--- src/rtl/csr_file.sv ---
// CSR file: privilege, exception, interrupt and timer control registers.
// Combinational read port, single write port, exception/ertn commit from WB.
module csr_file (
  input  logic        clk,
  input  logic        reset,
  input  logic [79:0] csr_ctrl,
  output logic [31:0] csr_rvalue,
  input  logic        wb_ex,
  input  logic [31:0] wb_pc,
  input  logic [5:0]  wb_ecode,
  input  logic [8:0]  wb_esubcode,
  input  logic        ertn_flush,
  input  logic [7:0]  hw_int,
  output logic [31:0] ex_entry,
  output logic [31:0] era_pc,
  output logic        has_int
);

  localparam logic [13:0] A_CRMD   = 14'h00;
  localparam logic [13:0] A_PRMD   = 14'h01;
  localparam logic [13:0] A_ECFG   = 14'h04;
  localparam logic [13:0] A_ESTAT  = 14'h05;
  localparam logic [13:0] A_ERA    = 14'h06;
  localparam logic [13:0] A_EENTRY = 14'h0C;
  localparam logic [13:0] A_SAVE0  = 14'h30;
  localparam logic [13:0] A_SAVE1  = 14'h31;
  localparam logic [13:0] A_SAVE2  = 14'h32;
  localparam logic [13:0] A_SAVE3  = 14'h33;
  localparam logic [13:0] A_TID    = 14'h40;
  localparam logic [13:0] A_TCFG   = 14'h41;
  localparam logic [13:0] A_TVAL   = 14'h42;
  localparam logic [13:0] A_TICLR  = 14'h44;

  // Software-writable bits of each register.
  localparam logic [31:0] M_CRMD   = 32'h0000_000F;
  localparam logic [31:0] M_PRMD   = 32'h0000_0007;
  localparam logic [31:0] M_ECFG   = 32'h0000_1BFF;
  localparam logic [31:0] M_ESTAT  = 32'h7FFF_0003;
  localparam logic [31:0] M_EENTRY = 32'hFFFF_FFC0;
  localparam logic [31:0] M_ALL    = 32'hFFFF_FFFF;

  typedef enum logic {
    T_IDLE,
    T_RUN
  } tstate_e;

  logic [13:0] csr_num;
  logic        csr_we;
  logic [31:0] csr_wmask;
  logic [31:0] csr_wdata;
  logic        unused_re;

  assign {csr_num, csr_we, csr_wmask, csr_wdata, unused_re} = csr_ctrl;

  logic [31:0] crmd_q, crmd_d;
  logic [31:0] prmd_q, prmd_d;
  logic [31:0] ecfg_q, ecfg_d;
  logic [31:0] estat_q, estat_d;
  logic [31:0] era_q, era_d;
  logic [31:0] eentry_q, eentry_d;
  logic [31:0] save_q [4];
  logic [31:0] save_d [4];
  logic [31:0] tid_q, tid_d;
  logic [31:0] tcfg_q, tcfg_d;
  logic [31:0] tval_q, tval_d;
  tstate_e     state_q, state_d;

  function automatic logic [31:0] merge(
    input logic [31:0] old,
    input logic [31:0] m,
    input logic [31:0] d
  );
    return (old & ~m) | (d & m);
  endfunction

  logic sw_we;
  logic wr_crmd, wr_prmd, wr_ecfg, wr_estat;
  logic wr_era, wr_eentry, wr_tid, wr_tcfg, wr_ticlr;
  logic ticlr_clr, expire;
  logic [31:0] tcfg_new;

  assign sw_we     = csr_we & ~wb_ex;
  assign wr_crmd   = sw_we && (csr_num == A_CRMD);
  assign wr_prmd   = sw_we && (csr_num == A_PRMD);
  assign wr_ecfg   = sw_we && (csr_num == A_ECFG);
  assign wr_estat  = sw_we && (csr_num == A_ESTAT);
  assign wr_era    = sw_we && (csr_num == A_ERA);
  assign wr_eentry = sw_we && (csr_num == A_EENTRY);
  assign wr_tid    = sw_we && (csr_num == A_TID);
  assign wr_tcfg   = sw_we && (csr_num == A_TCFG);
  assign wr_ticlr  = sw_we && (csr_num == A_TICLR);
  assign ticlr_clr = wr_ticlr & csr_wmask[0] & csr_wdata[0];
  assign expire    = (state_q == T_RUN) && (tval_q == 32'd0);
  assign tcfg_new  = merge(tcfg_q, csr_wmask & M_ALL, csr_wdata);

  // Privilege / exception registers: wb_ex > ertn > software write.
  always_comb begin
    crmd_d   = crmd_q;
    prmd_d   = prmd_q;
    ecfg_d   = ecfg_q;
    era_d    = era_q;
    eentry_d = eentry_q;
    tid_d    = tid_q;
    for (int i = 0; i < 4; i++) begin
      save_d[i] = save_q[i];
      if (sw_we && (csr_num == A_SAVE0 + 14'(i)))
        save_d[i] = merge(save_q[i], csr_wmask, csr_wdata);
    end
    if (wr_crmd)   crmd_d   = merge(crmd_q, csr_wmask & M_CRMD, csr_wdata);
    if (wr_prmd)   prmd_d   = merge(prmd_q, csr_wmask & M_PRMD, csr_wdata);
    if (wr_ecfg)   ecfg_d   = merge(ecfg_q, csr_wmask & M_ECFG, csr_wdata);
    if (wr_era)    era_d    = merge(era_q, csr_wmask, csr_wdata);
    if (wr_eentry) eentry_d = merge(eentry_q, csr_wmask & M_EENTRY, csr_wdata);
    if (wr_tid)    tid_d    = merge(tid_q, csr_wmask, csr_wdata);
    if (ertn_flush && !wb_ex)
      crmd_d[2:0] = prmd_q[2:0];
    if (wb_ex) begin
      prmd_d[2:0] = crmd_q[2:0];
      crmd_d[2:0] = 3'b000;
      era_d       = wb_pc;
    end
  end

  // ESTAT: sampled hw lines, timer flag, exception cause.
  always_comb begin
    estat_d = estat_q;
    if (wr_estat) estat_d = merge(estat_q, csr_wmask & M_ESTAT, csr_wdata);
    estat_d[9:2] = hw_int;
    estat_d[10]  = 1'b0;
    estat_d[12]  = 1'b0;
    if (ticlr_clr) estat_d[11] = 1'b0;
    if (expire)    estat_d[11] = 1'b1;
    if (wb_ex) begin
      estat_d[21:16] = wb_ecode;
      estat_d[30:22] = wb_esubcode;
    end
  end

  // Timer: countdown in RUN, reload or stop at zero, TCFG writes restart.
  always_comb begin
    tcfg_d  = tcfg_q;
    tval_d  = tval_q;
    state_d = state_q;
    if (state_q == T_RUN) begin
      if (tval_q != 32'd0) begin
        tval_d = tval_q - 32'd1;
      end else if (tcfg_q[1]) begin
        tval_d = {tcfg_q[31:2], 2'b00};
      end else begin
        tval_d  = 32'hFFFF_FFFF;
        state_d = T_IDLE;
      end
    end
    if (wr_tcfg) begin
      tcfg_d = tcfg_new;
      if (tcfg_new[0]) begin
        state_d = T_RUN;
        tval_d  = {tcfg_new[31:2], 2'b00};
      end else begin
        state_d = T_IDLE;
        tval_d  = tval_q;
      end
    end
  end

  // State registers with synchronous reset.
  always_ff @(posedge clk) begin
    if (reset) begin
      crmd_q   <= 32'h0000_0008;
      prmd_q   <= '0;
      ecfg_q   <= '0;
      estat_q  <= '0;
      era_q    <= '0;
      eentry_q <= '0;
      tid_q    <= '0;
      tcfg_q   <= '0;
      tval_q   <= 32'hFFFF_FFFF;
      state_q  <= T_IDLE;
      for (int i = 0; i < 4; i++) save_q[i] <= '0;
    end else begin
      crmd_q   <= crmd_d;
      prmd_q   <= prmd_d;
      ecfg_q   <= ecfg_d;
      estat_q  <= estat_d;
      era_q    <= era_d;
      eentry_q <= eentry_d;
      tid_q    <= tid_d;
      tcfg_q   <= tcfg_d;
      tval_q   <= tval_d;
      state_q  <= state_d;
      for (int i = 0; i < 4; i++) save_q[i] <= save_d[i];
    end
  end

  // Read mux: current register contents, no write forwarding.
  always_comb begin
    csr_rvalue = '0;
    case (csr_num)
      A_CRMD:   csr_rvalue = crmd_q;
      A_PRMD:   csr_rvalue = prmd_q;
      A_ECFG:   csr_rvalue = ecfg_q;
      A_ESTAT:  csr_rvalue = estat_q;
      A_ERA:    csr_rvalue = era_q;
      A_EENTRY: csr_rvalue = eentry_q;
      A_SAVE0:  csr_rvalue = save_q[0];
      A_SAVE1:  csr_rvalue = save_q[1];
      A_SAVE2:  csr_rvalue = save_q[2];
      A_SAVE3:  csr_rvalue = save_q[3];
      A_TID:    csr_rvalue = tid_q;
      A_TCFG:   csr_rvalue = tcfg_q;
      A_TVAL:   csr_rvalue = tval_q;
      default:  csr_rvalue = '0;
    endcase
  end

  assign ex_entry = eentry_q;
  assign era_pc   = era_q;
  assign has_int  = crmd_q[2] & |(estat_q[12:0] & ecfg_q[12:0]);

endmodule

--- config.mk ---
export PLATFORM = sky130hd
export DESIGN_NAME = csr_file
export DESIGN_NICKNAME = d
export VERILOG_FILES = /design/src/rtl/csr_file.sv
export SDC_FILE = /design/constraint.sdc
export NUM_CORES = 1
export LEC_CHECK = 0
export ABC_AREA = 1
export BUFFER_PORTS_ARGS = -buffer_cell sky130_fd_sc_hd__buf_4
export CAP_MARGIN = 25
export CORE_MARGIN = 4
export CORE_UTILIZATION = 32
export DETAILED_ROUTE_END_ITERATION = 12
export PLACE_DENSITY_LB_ADDON = 0.08
export SLEW_MARGIN = 20
export SYNTH_ARGS = -nofsm -noshare
export SYNTH_HDL_FRONTEND = slang
export SYNTH_SLANG_ARGS = --single-unit
--- constraint.sdc ---
create_clock -name clk -period 2.1 [get_ports clk]
set_input_delay 0.105 -clock clk [delete_from_list [all_inputs] [get_ports clk]]
set_output_delay 0.105 -clock clk [all_outputs]
set_load 0.03 [all_outputs]
After elaboration in Yosys (flattened, before gate mapping)
Memories as Yosys holds them, arrays and structs flattened. Index checks and enable logic that the tools add are counted.

Memories: 1. RAM bits: 128. Word-level logic and storage cells: 138. Register bits after elaboration: 289. Bits of input ports: 139. Output and inout bits: 97.

Reduce and logical (&&, ||, !) cells: 28. Multiplexer cells: 32. Equal/unequal tests: 14. Bitwise operators: 46. $add $sub $neg: 1.

Memory list: save_q (depth 4, width 32, rd ports 4, clocked after Yosys merged registers in 0, wr ports 4, RTL line 61) `logic [31:0] save_q [4];`.

Operator list (count): two-way mux 32 bit (15); bitwise AND 32 bit (14); one-hot mux 32 bit (13 select lines) (1); OR 32 bit (12); inverter 32 bit (2); equality test 14 x 6 -> 1 bit, second input constant (4); equality test 14 x 7 -> 1 bit, second input constant (4); equality test 14 x 3 -> 1 bit, second input constant (3); bitwise AND 32 x 13 -> 32 bit (1); bitwise AND 32 x 3 -> 32 bit (1); bitwise AND 32 x 31 -> 32 bit (1); bitwise AND 32 x 4 -> 32 bit (1); zero test 32 bit (1); inverter 13 -> 32 bit (1); inverter 3 -> 32 bit (1); inverter 31 -> 32 bit (1); inverter 4 -> 32 bit (1); nonzero test 32 bit (1); subtractor 32 x 1 -> 32 bit, second input constant (1); two-way mux 31 bit (1); logical AND 1 bit (15); two-way mux 15 bit (1); equality test 14 x 1 -> 1 bit, second input constant (1); equality test 14 x 4 -> 1 bit, second input constant (1); 14 further kinds (36).

Longest topological paths before layout
Depth after elaboration: 7. Gate-level depth with buffers: 14. Gate-level depth less buffers: 13.

Least setup slack after synthesis
No wires, ideal clock.

Path kind: register to register. Start: register tval_q[0]. End: register tval_q[26]. Library setup time: 0.112 ns. Buffers on the path: 0. Data required time: 1.988 ns. Setup slack: 0.380 ns. Data arrival time: 1.608 ns. Period minus slack after synthesis: 1.720 ns. Cell stages (with the launch flop): 14. Cells stage by stage: dfxtp_1 inv_1 ha_1 nand2_1 nor2_1 nand2_1 nor2_1 nand2_1 nand2_1 nand3_1 nand2_1 nand2_1 nand2_1 nand2_1.

Longest elaborated chain between the ends: 4. Elaborated cells on any way between the ends: 5.

RTL lines: start, declared (RTL line 65) `logic [31:0] tval_q, tval_d;`; start signal, assigned (RTL line 189) `tval_q <= tval_d;`; subtractor 32 x 1 -> 32 bit / nonzero test 32 bit (equally long branches) (RTL line 146, 145); two-way mux 32 bit * (RTL line 145) `if (tval_q != 32'd0) begin`; two-way mux 32 bit * (RTL line 144) `if (state_q == T_RUN) begin`; two-way mux 32 bit * (RTL line 154) `if (wr_tcfg) begin`.

Every way passes the cells marked *; elsewhere a longest branch is shown, timed or not. The select of a mux whose other input is x is not followed. A chain may end at the register's enable or synchronous reset.

==> results_dict.tcl <==
set metrics [dict create \
    status "finished, final reports clean" \
    crit_chain "buf_4, nor2_1, nand2_1, nor4_4, buf_12, nand2_1, o21ai_1, dlygate4sd3_1, nor2_1" \
    cts.sinks 328 \
    cts_max_level 2 \
    grt_pass1_wl_mm 124 \
    avgSynthCellArea_um2 6.27 \
    multi_input_area_um2 9390 \
    antenna-diode-count 0 \
    row_count 86 \
    syn_inst 2839 \
    final_core_util_pct 43.5 \
    cts_made_buffers 42 \
    core-area_um2 55100 \
    hp-class "primary input to flop" \
    drv_cap 0 \
    critPathCaptureType "flop" \
    slew_headroom_pct 40.0 \
    setup_viol 0 \
    clk_path_buf_depth 3 \
    fin_crit_ps 2010 \
    viasPerCell 5.27 \
    cts-root-buf "clkbuf_16" \
    path_clk_slew_ps 60 \
    layout_commonest_cell "nand2_1" \
    synth_cell_type_count 43 \
    slowest_delay_ps 560 \
    synth_area_leader_cell "dfxtp_1" \
    min_period_over_period_pct 95.8 \
    slew_viol_final 0 \
    antenna_left 0 \
    area_growth_pct 34.6 \
    grt_max_degree 119 \
    chipHeight_um 244 \
    layoutNonFillerInstCount 3999 \
    grt_usage_pct 27.0 \
    synth_edf_count 0 \
    async_flop_share_pct 0 \
    p_leak_uw 0.00990 \
    clock_skew_ps 35.8 \
    fmax_mhz 497 \
    synth_ff_type "dfxtp_1" \
    hold_slack_ps 23.3 \
    grt.overflow.total 0 \
    worstSkewPairLatency_ps 580 \
    final_cell_mix "nand2_1, o21ai_0, dfxtp_1" \
    critical_path.max_fanout 32 \
    vdd_drop_max_mv 0.539 \
    cp-start-kind "primary input" \
    crit_type "primary input to flop" \
    placed_cell_area_um2 20800 \
    drive_gt1_share_pct 13.9 \
    wl_mm 83.0 \
    drt_iter0_drc 2033 \
    drc_errors 0 \
    rsz0062_at_grt "yes" \
    final_nets 3366 \
    dp_cells 3755 \
    worst-endpoint-required_ps 2530 \
    hold_viol_final 0 \
    die_w_um 244 \
    cts_tree "done" \
    wire_per_inst_um 20.8 \
    ioPinCount 236 \
    place.detailed.hpwl_mm 56.7 \
    vias 21100 \
    drt_first_pass_iters 5 \
    synth_top_cell_area_share_pct 36.9 \
    synth-warning-count 0 \
    gp_congestion 0.908 \
    worst_pin_slew_ps 900 \
    cellPowerDensity_nw_per_um2 621 \
    ys_ff_latch 328 \
    port-buffer-count 228 \
    arrival_ps 2440 \
    synth_area_leaders "dfxtp_1, nand2_1, o21ai_0" \
    fillers 5835 \
    start_util_pct 32.3 \
    syn-cell-area_um2 17800 \
    slowest_stage "dlygate4sd3_1" \
    antenna_found_initial 3 \
    fin_area_um2 24000 \
    ys_seq_area_share_pct 36.9 \
    regArea_um2 6570 \
    dieArea_um2 59400 \
    first_global_vias 20100 \
    rrSetupSlack_ps 150 \
]
==> through the flow <==
stage,power [uW],setup slack (ps),setup TNS (ps)
5_1_grt,15300,-14.6,-42.1
2_1_floorplan,7020,380,0
6_report,14900,89.2,0
3_5_place_dp,7600,4.54,0
4_1_cts,15000,14.8,0
3_3_place_gp,7590,48.7,0
==> synth_stat cells (all sizes together), types with 5 or more instances <==
| master | n |
|---|---|
| a21boi | 14 |
| inv | 290 |
| o31ai | 37 |
| nand2 | 716 |
| dfxtp | 328 |
| buf | 64 |
| nor2 | 297 |
| a21oi | 232 |
| o21bai | 5 |
| nand4 | 33 |
| o211ai | 12 |
| o22ai | 8 |
| a211oi | 10 |
| clkbuf | 117 |
| o21ai | 373 |
| xor2 | 6 |
| nor3 | 27 |
| nand3 | 256 |
==> cells by family (layout without fill, tap and decap cells) <==
group / count (synthesis) / after routing / share of synthesized area, %
flip-flops: 328 / 328 / 36.9
adder cells (fa/ha/maj): 2 / 2 / 0.141
XOR/XNOR: 7 / 7 / 0.345
AND/OR/NAND/NOR: 1335 / 1335 / 31.1
buffers and inverters: 472 / 879 / 10.7
other: 1 / 6 / 0.0211
AO/OA/AOI/OAI: 694 / 694 / 20.8
==> path summary, 6_finish.rpt <==
kind / startpoint / cells past startpoint / end
worst min-delay path: ertn_flush / 4 / flop
worst max register to register: tval_q[8] / 12 / tval_q[28]
worst min register to register: flop / 2 / flop
worst max-delay path: csr_ctrl[67] / 9 / flop
==> layout make-up <==
class	instances	share of cell area (%)
Clock buffer	64	5.40
Clock inverter	6	0.183
Inverter	291	4.57
Multi-Input combinational cell	2044	39.2
Sequential cell	328	27.4
Tap cell	748	3.91
Timing Repair Buffer	518	19.3
==> critical path, delay by kind of cell <==
| family | cells | cell delay (ps) |
|---|---|---|
| AND/OR/NAND/NOR | 5 | 1160 |
| buffers and inverters | 3 | 1000 |
| AO/OA/AOI/OAI | 1 | 140 |
==> routing by layer <==
layer,wire (um),GRT usage (%),vias to the layer above
met5,0,0,-
li1,-,-,10100
met1,37500,38.1,10000
met2,36800,42.4,879
met4,2480,8.34,0
met3,6230,4.26,130
==> power breakdown <==
group          total (uW)  internal [uW]  switching, uW
combinational        1350            536            816
sequential           6350           6290           57.7
clock                7160           4210           2950
==> timing repair <==
action | 4_1_cts | 5_1_grt
pin swaps | 1 | 1
endpoints found under the setup margin | 1 | 37
setup buffers | 3 | 0
endpoints found under the hold margin | 262 | 0
hold buffers | 171 | 0
resized for setup | 0 | 26
Power figures use the tool's default switching activity.
